$ cat src/rtl/udp_rx_parser.sv
// ---------------------------------------------------------------------------
// udp_rx_parser
//
// Receive-side UDP/IPv4/Ethernet parser sitting directly on the GMII receive
// pins. It hunts for preamble + SFD and walks the Ethernet, IPv4 and UDP
// headers. Frames addressed elsewhere are filtered out. For accepted frames
// it delivers the UDP payload as big-endian 32-bit words.
//
// Everything runs in the GMII receive clock domain.
//
// Optional feature (macro UDP_RX_IPCHK_EN):
//   When defined, the IPv4 header checksum is verified with a ones-complement
//   sum. Frames with a bad checksum are dropped silently. When undefined, the
//   checksum field is ignored and no adder is built.
//
// Parameters:
//   LOCAL_MAC   accepted destination MAC (broadcast is also accepted)
//   LOCAL_IP    accepted destination IPv4 address
//   LOCAL_PORT  accepted UDP destination port
//
// Ports:
//   clk             GMII rx clock (125 MHz)
//   rst_n           asynchronous active-low reset
//   gmii_rxdv       receive data valid
//   gmii_rxer       receive error
//   gmii_rxd[7:0]   receive byte
//   rx_start        pulse: frame passed all header checks
//   rx_data[31:0]   payload word, first byte in [31:24]
//   rx_data_valid   pulse: rx_data qualifier, one per word
//   rx_data_length  payload byte count, held from rx_start to next rx_start
//   rx_done         pulse: final payload word
//   rx_err          pulse: an accepted frame was aborted (rxdv drop / rxer)
// ---------------------------------------------------------------------------
module udp_rx_parser #(
  parameter logic [47:0] LOCAL_MAC  = 48'h000a3501fec0,
  parameter logic [31:0] LOCAL_IP   = 32'hc0a80002,
  parameter logic [15:0] LOCAL_PORT = 16'h1f90
) (
  input  logic        clk,
  input  logic        rst_n,
  input  logic        gmii_rxdv,
  input  logic        gmii_rxer,
  input  logic [7:0]  gmii_rxd,
  output logic        rx_start,
  output logic [31:0] rx_data,
  output logic        rx_data_valid,
  output logic [15:0] rx_data_length,
  output logic        rx_done,
  output logic        rx_err
);

  typedef enum logic [2:0] {
    S_IDLE,
    S_PREAMBLE,
    S_ETH_HDR,
    S_IP_HDR,
    S_UDP_HDR,
    S_PAYLOAD,
    S_DROP
  } state_e;

  state_e      state_q, state_d;
  logic [15:0] cnt_q, cnt_d;          // byte index within the current section
  logic        mac_local_q, mac_local_d;
  logic        mac_bcast_q, mac_bcast_d;
  logic [15:0] udp_len_q, udp_len_d;
  logic [15:0] len_out_q, len_out_d;  // payload length, drives rx_data_length
  logic [31:0] word_q, word_d;
  logic [31:0] data_q, data_d;
  logic        armed_q, armed_d;
  logic        start_q, start_d;
  logic        valid_q, valid_d;
  logic        done_q, done_d;
  logic        err_q, err_d;

  logic        bad;        // header field mismatch on the current byte
  logic        hdr_state;  // any state where an aborted frame is silent
  logic        last_byte;  // current payload byte is the final one
  logic [7:0]  mac_byte;   // LOCAL_MAC byte expected at the current index

`ifdef UDP_RX_IPCHK_EN
  logic [15:0] csum_q, csum_d;
  logic [7:0]  csum_hi_q, csum_hi_d;
  logic [16:0] csum_raw;
  logic [15:0] csum_sum;

  // Ones-complement accumulate of {high byte, current byte}. A single
  // end-around fold is enough: 0xffff + 0xffff folds to 0xffff.
  always_comb begin
    csum_raw = {1'b0, csum_q} + {1'b0, csum_hi_q, gmii_rxd};
    csum_sum = csum_raw[15:0] + {15'd0, csum_raw[16]};
  end
`endif

  always_comb begin
    case (cnt_q[2:0])
      3'd0:    mac_byte = LOCAL_MAC[47:40];
      3'd1:    mac_byte = LOCAL_MAC[39:32];
      3'd2:    mac_byte = LOCAL_MAC[31:24];
      3'd3:    mac_byte = LOCAL_MAC[23:16];
      3'd4:    mac_byte = LOCAL_MAC[15:8];
      default: mac_byte = LOCAL_MAC[7:0];
    endcase
  end

  // NOTE: every variable assigned in this block gets a default first, so no
  // path can leave one unassigned and infer a latch.
  always_comb begin
    state_d     = state_q;
    cnt_d       = cnt_q;
    mac_local_d = mac_local_q;
    mac_bcast_d = mac_bcast_q;
    udp_len_d   = udp_len_q;
    len_out_d   = len_out_q;
    word_d      = word_q;
    data_d      = data_q;
    start_d     = 1'b0;
    valid_d     = 1'b0;
    done_d      = 1'b0;
    err_d       = 1'b0;
    bad         = 1'b0;
    last_byte   = 1'b0;
    // Re-armed by any idle cycle. After reset this blocks hunting inside a
    // frame that was already in flight.
    armed_d     = armed_q | ~gmii_rxdv;
`ifdef UDP_RX_IPCHK_EN
    csum_d      = csum_q;
    csum_hi_d   = csum_hi_q;
`endif

    hdr_state = (state_q == S_PREAMBLE) || (state_q == S_ETH_HDR) ||
                (state_q == S_IP_HDR)   || (state_q == S_UDP_HDR);

    if (hdr_state && !gmii_rxdv) begin
      state_d = S_IDLE;
    end else if (hdr_state && gmii_rxer) begin
      state_d = S_DROP;
    end else begin
      case (state_q)
        S_IDLE: begin
          if (gmii_rxdv) begin
            if (armed_q && !gmii_rxer && gmii_rxd == 8'h55) begin
              state_d = S_PREAMBLE;
              cnt_d   = 16'd1;
            end else begin
              state_d = S_DROP;
            end
          end
        end

        S_PREAMBLE: begin
          if (gmii_rxd == 8'h55) begin
            // Saturate: only ">= 6" matters, long preambles must not wrap.
            if (cnt_q < 16'd7) cnt_d = cnt_q + 16'd1;
          end else if (gmii_rxd == 8'hd5 && cnt_q >= 16'd6) begin
            state_d     = S_ETH_HDR;
            cnt_d       = '0;
            mac_local_d = 1'b1;
            mac_bcast_d = 1'b1;
          end else begin
            bad = 1'b1;
          end
        end

        S_ETH_HDR: begin
          cnt_d = cnt_q + 16'd1;
          if (cnt_q < 16'd6) begin
            mac_local_d = mac_local_q & (gmii_rxd == mac_byte);
            mac_bcast_d = mac_bcast_q & (gmii_rxd == 8'hff);
            if (cnt_q == 16'd5 && !mac_local_d && !mac_bcast_d) bad = 1'b1;
          end
          if (cnt_q == 16'd12 && gmii_rxd != 8'h08) bad = 1'b1;
          if (cnt_q == 16'd13) begin
            if (gmii_rxd != 8'h00) bad = 1'b1;
            state_d = S_IP_HDR;
            cnt_d   = '0;
`ifdef UDP_RX_IPCHK_EN
            csum_d  = '0;
`endif
          end
        end

        S_IP_HDR: begin
          cnt_d = cnt_q + 16'd1;
          case (cnt_q)
            16'd0:  if (gmii_rxd != 8'h45)           bad = 1'b1;
            16'd9:  if (gmii_rxd != 8'h11)           bad = 1'b1;
            16'd16: if (gmii_rxd != LOCAL_IP[31:24]) bad = 1'b1;
            16'd17: if (gmii_rxd != LOCAL_IP[23:16]) bad = 1'b1;
            16'd18: if (gmii_rxd != LOCAL_IP[15:8])  bad = 1'b1;
            16'd19: if (gmii_rxd != LOCAL_IP[7:0])   bad = 1'b1;
            default: ;
          endcase
`ifdef UDP_RX_IPCHK_EN
          if (!cnt_q[0]) csum_hi_d = gmii_rxd;
          else           csum_d    = csum_sum;
          if (cnt_q == 16'd19 && csum_sum != 16'hffff) bad = 1'b1;
`endif
          if (cnt_q == 16'd19) begin
            state_d = S_UDP_HDR;
            cnt_d   = '0;
          end
        end

        S_UDP_HDR: begin
          cnt_d = cnt_q + 16'd1;
          case (cnt_q)
            16'd2: if (gmii_rxd != LOCAL_PORT[15:8]) bad = 1'b1;
            16'd3: if (gmii_rxd != LOCAL_PORT[7:0])  bad = 1'b1;
            16'd4: udp_len_d[15:8] = gmii_rxd;
            16'd5: udp_len_d[7:0]  = gmii_rxd;
            default: ;
          endcase
          if (cnt_q == 16'd7) begin
            cnt_d = '0;
            if (udp_len_q < 16'd8) begin
              state_d = S_DROP;
            end else if (udp_len_q == 16'd8) begin
              // Empty datagram: start and done in the same cycle.
              start_d   = 1'b1;
              done_d    = 1'b1;
              len_out_d = '0;
              state_d   = S_DROP;
            end else begin
              start_d   = 1'b1;
              len_out_d = udp_len_q - 16'd8;
              state_d   = S_PAYLOAD;
            end
          end
        end

        S_PAYLOAD: begin
          if (!gmii_rxdv) begin
            err_d   = 1'b1;
            state_d = S_IDLE;
          end else if (gmii_rxer) begin
            err_d   = 1'b1;
            state_d = S_DROP;
          end else begin
            // Byte lane placement leaves later lanes zero, so a short final
            // word comes out zero-padded with no extra logic.
            case (cnt_q[1:0])
              2'd0:    word_d = {gmii_rxd, 24'h0};
              2'd1:    word_d = {word_q[31:24], gmii_rxd, 16'h0};
              2'd2:    word_d = {word_q[31:16], gmii_rxd, 8'h0};
              default: word_d = {word_q[31:8], gmii_rxd};
            endcase
            cnt_d     = cnt_q + 16'd1;
            last_byte = ((cnt_q + 16'd1) == len_out_q);
            if (cnt_q[1:0] == 2'd3 || last_byte) begin
              valid_d = 1'b1;
              data_d  = word_d;
            end
            if (last_byte) begin
              done_d  = 1'b1;
              state_d = S_DROP;
            end
          end
        end

        S_DROP: begin
          if (!gmii_rxdv) state_d = S_IDLE;
        end

        default: state_d = S_IDLE;
      endcase

      if (bad) state_d = S_DROP;
    end
  end

  // NOTE: sequential state uses non-blocking assignments only, so every
  // register samples the pre-edge values of the others.
  // NOTE: all state, including the word and length registers, is cleared
  // by reset. Outputs are therefore defined before the first frame.
  always_ff @(posedge clk or negedge rst_n) begin
    if (!rst_n) begin
      state_q     <= S_IDLE;
      cnt_q       <= '0;
      mac_local_q <= 1'b0;
      mac_bcast_q <= 1'b0;
      udp_len_q   <= '0;
      len_out_q   <= '0;
      word_q      <= '0;
      data_q      <= '0;
      armed_q     <= 1'b0;
      start_q     <= 1'b0;
      valid_q     <= 1'b0;
      done_q      <= 1'b0;
      err_q       <= 1'b0;
`ifdef UDP_RX_IPCHK_EN
      csum_q      <= '0;
      csum_hi_q   <= '0;
`endif
    end else begin
      state_q     <= state_d;
      cnt_q       <= cnt_d;
      mac_local_q <= mac_local_d;
      mac_bcast_q <= mac_bcast_d;
      udp_len_q   <= udp_len_d;
      len_out_q   <= len_out_d;
      word_q      <= word_d;
      data_q      <= data_d;
      armed_q     <= armed_d;
      start_q     <= start_d;
      valid_q     <= valid_d;
      done_q      <= done_d;
      err_q       <= err_d;
`ifdef UDP_RX_IPCHK_EN
      csum_q      <= csum_d;
      csum_hi_q   <= csum_hi_d;
`endif
    end
  end

  assign rx_start       = start_q;
  assign rx_data        = data_q;
  assign rx_data_valid  = valid_q;
  assign rx_data_length = len_out_q;
  assign rx_done        = done_q;
  assign rx_err         = err_q;

endmodule

$ cat config.mk
export PLATFORM = sky130hd
export DESIGN_NAME = udp_rx_parser
export DESIGN_NICKNAME = d
export VERILOG_FILES = /design/src/rtl/udp_rx_parser.sv
export SDC_FILE = /design/constraint.sdc
export NUM_CORES = 1
export LEC_CHECK = 0
export ABC_AREA = 1
export BUFFER_PORTS_ARGS = -buffer_cell sky130_fd_sc_hd__buf_2
export CORE_MARGIN = 2
export CORE_UTILIZATION = 54
export CTS_CLUSTER_SIZE = 12
export DETAILED_ROUTE_END_ITERATION = 10
export MAX_ROUTING_LAYER = met4
export PLACE_DENSITY = 0.86
export SYNTH_ARGS = -nofsm -noshare
export SYNTH_HDL_FRONTEND = slang
export SYNTH_SLANG_ARGS = --single-unit
$ cat constraint.sdc
create_clock -name clk -period 2.3 [get_ports clk]
set_input_delay 0.345 -clock clk [delete_from_list [all_inputs] [get_ports clk]]
set_output_delay 0.345 -clock clk [all_outputs]
set_load 0.005 [all_outputs]
* Word level (Yosys, flattened, before mapping)
Index checks and enable logic that the tools add are counted.
Word-level totals: output and inout bits 52, register bits 122, word-level logic and storage cells 197, input port bits 12
Cells by class: bitwise operators 8, $lt $le $gt $ge 4, $add $sub $neg 2, mux-type cells 82, reduce and logical (&&, ||, !) cells 31, equality and inequality tests 56
Operators with widths (number):
- 16-bit two-way mux | 11
- 16-bit one-hot mux with 6 select lines | 1
- 32-bit one-hot mux with 3 select lines | 1
- 16-bit by 4-bit equality test with 1-bit output, second input constant | 4
- 16-bit by 5-bit equality test with 1-bit output, second input constant | 4
- 16-bit by 3-bit equality test with 1-bit output, second input constant | 3
- 1-bit two-way mux | 45
- 3-bit two-way mux | 14
- 8-bit one-hot mux with 5 select lines | 1
- 16-bit by 2-bit equality test with 1-bit output, second input constant | 2
- 16-bit by 3-bit < comparator with 1-bit output, second input constant | 2
- 8-bit inequality test, second input constant | 3
- 3-bit one-hot mux with 7 select lines | 1
- 5-bit by 1-bit inequality test with 1-bit output, second input constant | 4
- 16-bit by 1-bit adder with 16-bit output, second input constant | 1
- 16-bit equality test | 1
- 8-bit equality test, second input constant | 2
- 16-bit by 3-bit greater-or-equal comparator with 1-bit output, second input constant | 1
- 16-bit zero test | 1
- 16-bit by 4-bit < comparator with 1-bit output, second input constant | 1
- 8-bit by 5-bit inequality test with 1-bit output, second input constant | 2
- 16-bit by 4-bit subtractor with 16-bit output, second input constant | 1
- 3-bit by 2-bit equality test with 1-bit output, second input constant | 4
- 3-bit equality test, second input constant | 4
- 35 further kinds | 69

* Logic depth before layout (Yosys ltp)
Gate-level depths: netlist of run 1.
depth after elaboration 18, mapped depth 20, mapped depth without buffers 20

* Worst setup path after synthesis of run 1
No wires, ideal clock.
path type register to register, start point reg cnt_q[0], end point reg state_q[1], library setup time 116 ps, data arrival time 2222 ps, cell stages (with the launch flop) 17, setup slack -38 ps, data required time 2184 ps, period minus slack after synthesis 2338 ps, buffers on the path 1, path through dfrtp_1 > ha_1 > buf_2 > nor2_2 > nand2_1 > o21ai_0 > nand3_1 > o21ai_0 > nand4_1 > nand2_1 > nand2_1 > a21oi_1 > nand3_1 > nand2_2 > inv_2 > nand2_1 > nand2_1
Between the ends: word-level cells in the longest chain between the ends 18, elaborated cells on any way between the ends 53, those cells by class add/sub: 1; order compare: 2; eq/ne: 25; mux: 16; bitwise: 1; reduce/logical: 8
Ends and longest elaborated chain:
- start: declaration | line 63 | logic [15:0] cnt_q, cnt_d;
- start signal: assignment | line 297 | cnt_q <= cnt_d;
- branches (longest 18 deep; another with 8-bit one-hot mux with 5 select lines)
- end signal: assignment | line 296 | state_q <= state_d;
- end: declaration | line 62 | state_e state_q, state_d;
Several ways; the timed one is not identified. The select of a mux whose other input is x is not followed. A chain may end at the register's enable or synchronous reset.

* Worst setup path after layout of run 1
start point reg cnt_q[1], end point reg data_q[5] (netlist: rx_data[5])
Between the ends: word-level cells in the longest chain between the ends 4, elaborated cells on any way between the ends 9, those cells by class add/sub: 1; eq/ne: 4; mux: 1; reduce/logical: 3
Ends and longest elaborated chain:
- 16-bit by 1-bit adder with 16-bit output | line 249 | last_byte = ((cnt_q + 16'd1) == len_out_q);
- 16-bit equality test | line 249
- 1-bit logical OR | line 250 | if (cnt_q[1:0] == 2'd3 || last_byte) begin
- 6-bit AND reduction (no source line)
- end signal: assignment | line 303 | data_q <= data_d;
- end: declaration | line 69 | logic [31:0] data_q, data_d;
Several ways; a longest one is shown, not always the timed one.

==> results.txt, run 1 <==
The flow ran to the end, but the final reports show violations. The final reports fail on negative setup slack. The layout overhead on the synthesized area came out at 37.60%. The worst hold path stage count is 3.

The leftover overflow at the end of global routing came out at 0. The number of I/O port buffers is 63. The largest fanout of any net on the critical path came out at 5.

The remaining max-slew budget at the tightest pin came out at 0.4179. The startpoint identified for the worst hold timing path is gmii_rxer. After synthesis, the cell types taking the most area are sky130_fd_sc_hd__dfrtp_1 43%, sky130_fd_sc_hd__nand2_1 16%, sky130_fd_sc_hd__inv_1 5.4%.

TritonCTS built the clock tree. The leakage component of the power is 4.616 nW. Measured on the finished design, the core utilization comes to 0.7575.

In this run, CTS created clock tree buffers numbering 17. Pin placement for this block handled 64 I/O pins. Yosys mapped a number of flops with a built-in enable equal to 0. The total chip power came out at 9.357 mW. The total routed wirelength came out at 23380 um. The number of clock sinks is 114. The layout net count is 1094. The effective utilization at floorplan came out at 0.5505. The most used standard cell by instance count after synthesis is sky130_fd_sc_hd__nand2_1.

The number of distinct library cells after synthesis is 45. The number of cells on the worst reg-to-reg path is 16. The global-route wire length before repair came out at 33590 um. Adding up every negative setup slack in the final design gives -17220 ps. The antenna diode count is 0. Counting every net in the synthesized netlist gives 913. The via count is 7570. The count of unresolved DRC violations after routing is 0. The number of synthesized register bits came out at 114. The final worst-path setup slack is -491.9 ps.

Setup repair after global routing could not meet its margin everywhere. The number of nets with antenna violations after detailed routing came out at 0. The mean cell area of the mapped netlist is 7.374 um^2. For the final database, setup skew stands at 17.51 ps. The top achievable clock speed came out at 0.3582 GHz. The HPWL after detailed placement came out at 13550 um. The cell accounting for the most synthesized area is sky130_fd_sc_hd__dfrtp_1. The share of layout cells above drive strength 1 came out at 0.3229. The area of the die came out at 0.01309 mm^2. The register area share after synthesis is 0.4332. The max-slew violation count is 0. The number of setup violations in the final report came out at 56. The die extent in x came out at 114.4 um.

The worst hold path belongs to the class input pin to flop. The region available for standard cell placement spans 0.01196 mm^2. The data required time at the worst endpoint is 2610 ps.

The non-filler instance count after layout is 1234. The clock-pin slew on the worst setup and hold paths is 50 ps. The count of routing violations after the opening detailed-route iteration is 1130. The H-tree depth came out at 4.

At the worst endpoint, the arrival time is 3100 ps. The number of hold-slack violations in the final timing report was 0. The root cell of the clock tree is sky130_fd_sc_hd__clkbuf_16. The number of warnings issued by yosys is 0. The detailed-routing iteration count for the pre-antenna-repair pass came out at 8.

The setup path with the least slack is of type flop to flop. The area of placed instances came out at 0.007671 mm^2. The start point of the critical path is cnt_q[1]. The largest vdd supply drop came out at 626.4 uV. The startpoint of the lowest-slack register-to-register path is cnt_q[1]. The critical path launch point type is a flop.

The fill cell instance count of the final layout came out at 739. The worst-case clock buffer depth came out at 2. The routed wirelength normalized by instance count came out at 18.94 um. Entering global routing, the biggest net connects 50 pins.

Once placement completed, the tool counted placed cells totaling 1168. The worst slack after detailed placement came out at -345.5 ps. The final hold slack is 274.3 ps. The top flip-flop cell by instance count after synthesis is sky130_fd_sc_hd__dfrtp_1.

The number of rows created at floorplan came out at 40. In the synthesized netlist, the number of instances is 893. The clock network latency to the later pin of the worst-skew pair came out at 430 ps. For this run, asynchronously set or reset flops after synthesis account for 1.000. The total routing usage reported by global routing is 0.3386. The total non-filler cell area in the finished layout is 0.009061 mm^2. The netlist area before placement is 0.006585 mm^2. In the routed layout, each cell is associated on average with a via count of 6.135. The initial antenna violation count came out at 0. The number of maximum-capacitance violations came out at 0. In the finished design, the share of the clock period the worst path needs comes to 1.214. The number of global-route vias before repair was 6937. Sorting the synthesized cells by how often they occur yields 286 x sky130_fd_sc_hd__nand2_1, 114 x sky130_fd_sc_hd__dfrtp_1, 94 x sky130_fd_sc_hd__inv_1.

The clock period minus final worst setup slack came out at 2792 ps. The share of synthesized area in the top cell type comes to 0.4332. The slew at the pin with the worst max-slew slack is 872.3 ps. Measured along the y axis, the die boundary spans 114.4 um. The routability congestion estimate from global placement came out at 0.9811. The cell area power density is 1033 mW/mm^2. The worst setup path is captured at a flop.
## power breakdown
part	total, mW	internal (mW)	switching (mW)	leakage (nW)
clock network	2.64	1.68	0.966	0.280
registers	2.65	2.38	0.268	1.44
logic	4.06	1.49	2.58	2.90
## layout make-up
class	instances	area, um^2	area share
Timing Repair Buffer	181	1324	0.1461
Multi-Input combinational cell	644	3630	0.4006
Sequential cell	114	2860	0.3157
Clock inverter	8	102.6	0.01132
Tap cell	147	183.9	0.02030
Timing Repair inverter	2	15.01	0.001657
Inverter	114	464.2	0.05123
Clock buffer	24	481.7	0.05316
## worst paths after layout
path	end	slack, ps
max	rx_data[5]	-490
min	rx_err	270
max reg2reg	rx_data[5]	-490
min reg2reg	armed_q	470
max in group asynchronous	state_q[1]	1200
min in group asynchronous	cnt_q[12]	470
## routing by layer
| metal | vias up | wire length [um] | global-route usage |
|---|---|---|---|
| met5 | - | 0 | - |
| met4 | 0 | 1405 | 0.1724 |
| met3 | 171 | 2441 | 0.07147 |
| met2 | 570 | 10810 | 0.5258 |
| met1 | 3540 | 8719 | 0.4199 |
| li1 | 3289 | - | - |
## cells by family after synthesis
| logic type | Yosys count | synth area share |
|---|---|---|
| AND/OR/NAND/NOR | 478 | 0.3200 |
| AO/OA/AOI/OAI | 142 | 0.1277 |
| buffers and inverters | 138 | 0.08664 |
| flip-flops | 114 | 0.4332 |
| XOR/XNOR | 13 | 0.01729 |
| adder cells (fa/ha/maj) | 8 | 0.01520 |
## registers in the layout, indices dropped and copies added (netlist names)
register        flops
rx_data_length     16
rx_data_valid       1
cnt_q              16
rx_data            32
state_q             3
armed_q             1
mac_bcast_q         1
rx_start            1
mac_local_q         1
word_q             24
rx_err              1
rx_done             1
udp_len_q          16
## timing repair
action	in CTS	in global routing
cloned	5	1
pin swaps	13	35
hold buffers	1	0
endpoints found under the hold margin	36	0
setup endpoints to repair	44	69
setup buffers	5	23
gates resized for setup	37	121
## layout by cell type (no fill, tap or decap), types with 5 or more instances in the layout
master and n:
sky130_fd_sc_hd__nor3_1 11, sky130_fd_sc_hd__o21ai_0 54, sky130_fd_sc_hd__xnor2_1 7, sky130_fd_sc_hd__inv_4 6, sky130_fd_sc_hd__nand4_1 20, sky130_fd_sc_hd__xor2_1 5, sky130_fd_sc_hd__o21ai_1 8, sky130_fd_sc_hd__buf_2 62
sky130_fd_sc_hd__buf_4 98, sky130_fd_sc_hd__nor2_4 20, sky130_fd_sc_hd__inv_2 12, sky130_fd_sc_hd__dfrtp_2 6, sky130_fd_sc_hd__nand3_1 49, sky130_fd_sc_hd__o31ai_1 6, sky130_fd_sc_hd__ha_4 5, sky130_fd_sc_hd__nor2_1 55
sky130_fd_sc_hd__clkbuf_16 17, sky130_fd_sc_hd__nand3_2 8, sky130_fd_sc_hd__nand2_1 249, sky130_fd_sc_hd__buf_6 14, sky130_fd_sc_hd__o22ai_1 26, sky130_fd_sc_hd__nor4_1 6, sky130_fd_sc_hd__o22ai_2 7, sky130_fd_sc_hd__nand2_2 36
sky130_fd_sc_hd__dfrtp_1 108, sky130_fd_sc_hd__nand2_4 7, sky130_fd_sc_hd__a22o_1 9, sky130_fd_sc_hd__a21oi_1 10, sky130_fd_sc_hd__inv_1 89, sky130_fd_sc_hd__nor2_2 12
## critical path, stage by stage (launching register included)
cell and delay, ps:
sky130_fd_sc_hd__dfrtp_1 450, sky130_fd_sc_hd__ha_4 230, sky130_fd_sc_hd__ha_4 310, sky130_fd_sc_hd__nor2_2 40
sky130_fd_sc_hd__nor2_1 150, sky130_fd_sc_hd__nand2_1 90, sky130_fd_sc_hd__nor2_2 90, sky130_fd_sc_hd__nand3_1 80
sky130_fd_sc_hd__nor2_1 110, sky130_fd_sc_hd__nand3_1 110, sky130_fd_sc_hd__nor2_1 100, sky130_fd_sc_hd__nand4_1 100
sky130_fd_sc_hd__buf_6 160, sky130_fd_sc_hd__nor2_4 160, sky130_fd_sc_hd__buf_4 140, sky130_fd_sc_hd__nor2_2 80
sky130_fd_sc_hd__a22o_1 280
No activity file was read; power rests on OpenSTA's default activity.
==> inputs of run 2 (changes only) <==
--- a/config.mk
+++ b/config.mk
@@ -7,12 +7,15 @@
 export LEC_CHECK = 0
 export ABC_AREA = 1
 export BUFFER_PORTS_ARGS = -buffer_cell sky130_fd_sc_hd__buf_2
+export CELL_PAD_IN_SITES_DETAIL_PLACEMENT = 0
+export CELL_PAD_IN_SITES_GLOBAL_PLACEMENT = 1
 export CORE_MARGIN = 2
-export CORE_UTILIZATION = 54
+export CORE_UTILIZATION = 40
 export CTS_CLUSTER_SIZE = 12
 export DETAILED_ROUTE_END_ITERATION = 10
 export MAX_ROUTING_LAYER = met4
 export PLACE_DENSITY = 0.86
+export SKIP_CTS_REPAIR_TIMING = 1
 export SYNTH_ARGS = -nofsm -noshare
 export SYNTH_HDL_FRONTEND = slang
 export SYNTH_SLANG_ARGS = --single-unit
==> run 2 against run 1 <==
- the flow finishes with violations (negative hold slack, negative setup slack)
- fmax up 5.5%
- largest power group unchanged
- die area up 34%
- final area up 0.84%
- highest routed layer unchanged
- largest cell class unchanged
- critical path type unchanged
- clock power up 16%
- sequential power about the same
==> results.txt, run 2 (same netlist as run 1, synthesis figures left out) <==
The number of setup violations in the final report came out at 37. The run finished, with violations left. In this run the tightest slew margin relative to its limit is 0.5364. Summed over all cells, the static leakage comes to 4.694 nW. The layout net count is 1090. The max-slew violation count is 0. The worst setup path is captured at a flop. The arrival time of the worst setup path is 2950 ps.

The endpoint identified for the worst register-to-register timing path is rx_data[23]. The footprint of the multi-input gates came out at 0.003465 mm^2. Across the VDD grid, the largest voltage drop is 553.8 uV. Once detail routing completed, the nets flagged for antenna violations numbered 0. Setup slack on the critical path of the routed design comes to -346.3 ps. Overall power consumption after layout is estimated at 9.432 mW.

The reg2reg setup slack is -350 ps. The fill cell instance count of the final layout came out at 1513. In the global route stage, met1 resource usage came out at 0.3230. The worst setup path is of the flop to flop kind. For this design the ratio of total power to cell area is 1032 mW/mm^2. The layer flagged by global routing as most heavily used is met2. In this run, the number of DRC markers left after iteration 0 of detailed routing was 558.

The initial antenna violation count is 0. The worst setup path is launched from a flop. The number of global-route vias before repair is 6249. The global-route wire length before repair came out at 31910 um. The switching part of the total came out at 0.3821. For this design the total switching power over the nets is 3.604 mW. The clock period minus final worst setup slack is 2646 ps.

The worst-case clock buffer depth is 2. The die covers 0.01750 mm^2. Of the total power, the clock network draws 0.323.

The sum of buffers and inverters on the critical path came out at 3. The leftover overflow at the end of global routing is 0. Measured along the x axis, the die boundary spans 132.3 um.

TritonCTS built the clock tree. Along the worst path, the maximum fanout reaches 9. The floorplan die height came out at 132.3 um. In this run the cell area measured after placement is 0.007853 mm^2. In the finished design, the share of the clock period the worst path needs comes to 1.151. The top achievable clock speed came out at 0.3779 GHz. Leaving out fill and tap cells, the most frequent cells in the layout are 257 x sky130_fd_sc_hd__nand2_1, 107 x sky130_fd_sc_hd__dfrtp_1, 100 x sky130_fd_sc_hd__buf_4, 90 x sky130_fd_sc_hd__inv_1, 62 x sky130_fd_sc_hd__buf_2.

The region available for standard cell placement spans 0.01600 mm^2. For met2 alone, demand over resource in global routing was 0.3510. Walking the worst path, the cells encountered are ha_4 > ha_4 > nand2_2 > inv_2 > nor2_2 > nand2_1 > nor2_1 > nand3_1 > nor2_1 > nand3_1 > nor2_1 > nand4_1 > nor2_2 > nor2_4 > buf_12 > clkbuf_16 > nand2_1 > nand2_1. The routed wirelength normalized by instance count is 15.63 um. The logic gate share of total power came out at 0.398. For the final database, setup skew stands at 13.83 ps. The number of clock sinks is 114. The final reports fail on negative hold slack, negative setup slack.

In this run the critical register-to-register path is launched from cnt_q[1]. Setup repair after global routing could not meet its margin everywhere. The total non-filler cell area in the finished layout came out at 0.009138 mm^2.

The register with the most flip-flops in the layout has 32 of them. CTS placed an instance of sky130_fd_sc_hd__clkbuf_16 at the clock tree root. Leaving out fill and tap cells, the most frequent cell in the layout is sky130_fd_sc_hd__nand2_1. At the pin with the least slew margin, the transition time is 695.4 ps. Counting tap cells, the placed design contains a total of 1248 instances. The number of maximum-capacitance violations came out at 0.

The detailed-routing iteration count for the pre-antenna-repair pass came out at 5. The I/O pin count is 64. On the critical path, the stage with the largest delay is an instance of sky130_fd_sc_hd__dfrtp_2. On the critical path the largest part of the delay comes from simple AND/OR/NAND/NOR gates.

For this run, design rule violations remaining after detail routing come to 0. The depth of the most critical reg-to-reg path is 18. Summing over every cut layer, the via total after detailed routing is 6672. After clock tree synthesis, the clock-pin slew on the worst setup and hold paths is 60 ps.

The effective utilization at floorplan is 0.4116. The footprint of the flip-flops and latches came out at 0.002861 mm^2. The H-tree depth is 4. The met3 usage is 0.04652. The routability congestion estimate from global placement is 0.9331. Detailed placement ended at an HPWL of 14380 um.

The number of rows created at floorplan came out at 46. The number of I/O port buffers came out at 63. The area growth from synthesis to layout is 38.76%. The total routing usage reported by global routing came out at 0.2348. The data required time at the worst endpoint came out at 2610 ps.

The number of hold-slack violations in the final timing report was 25. The share of layout cells above drive strength 1 came out at 0.3010. The clock buffer count from CTS is 17. The non-filler instance count after layout came out at 1299.

The maximum single-stage delay on the critical path came out at 440 ps. The final hold slack came out at -34.39 ps. In this run the worst hold path is classified as input pin to asynchronous set/reset pin. Entering global routing, the biggest net connects 52 pins. Dividing the detail-routed via count by the number of cells gives 5.136. Of the total power, registers draw 0.278. The clock reaches the later pin of the worst-skew pair after 420 ps. The worst slack after detailed placement came out at -389.2 ps. The total routed wirelength is 20310 um.

The number of antenna diodes in the final layout is 0. Cell internal power was estimated by the tool at 5.828 mW.
[run 2: layout make-up]
type | instances | area share
Clock inverter | 13 | 0.02410
Inverter | 114 | 0.05203
Sequential cell | 114 | 0.3132
Clock buffer | 19 | 0.04957
Timing Repair inverter | 4 | 0.005340
Multi-Input combinational cell | 641 | 0.3792
Timing Repair Buffer | 178 | 0.1471
Tap cell | 216 | 0.02958
[run 2: how the worst max path moves through the flow]
| stage | to | start | slack, ps | depth (start not counted) |
|---|---|---|---|---|
| 3_5_place_dp | rx_data[30] | cnt_q[1] | -390 | 17 |
| 2_1_floorplan | rx_data[2] | cnt_q[0] | -10 | 17 |
| 3_3_place_gp | rx_data[30] | cnt_q[1] | -310 | 17 |
| 4_1_cts | rx_data[25] | cnt_q[1] | -380 | 17 |
| 6_report | rx_data[23] | cnt_q[1] | -350 | 18 |
| 5_1_grt | rx_data[28] | cnt_q[1] | -490 | 18 |
[run 2: power groups by stage]
stage / registers, mW / logic [mW] / clock network (mW)
after floorplan: 2.60 / 2.22 / 0
after global placement: 2.62 / 3.38 / 0
after detailed placement: 2.63 / 3.40 / 0
after CTS: 2.61 / 3.42 / 3.08
after global routing: 2.67 / 4.14 / 3.17
final: 2.63 / 3.76 / 3.05
[run 2: per-layer routing]
metal  vias up  share of wire
li1       3291              -
met1      3147           0.47
met2       209           0.46
met3        25          0.050
met4         0          0.015
met5         -              0
[run 2: through the flow]
| stage | TNS (ps) | util |
|---|---|---|
| final | -10480 | 0.5711 |
| after floorplan | -82.95 | - |
| after detailed placement | -11480 | 0.4908 |
| after global routing | -15960 | 0.5711 |
| after global placement | -10170 | 0.4908 |
| after CTS | -11860 | 0.5328 |
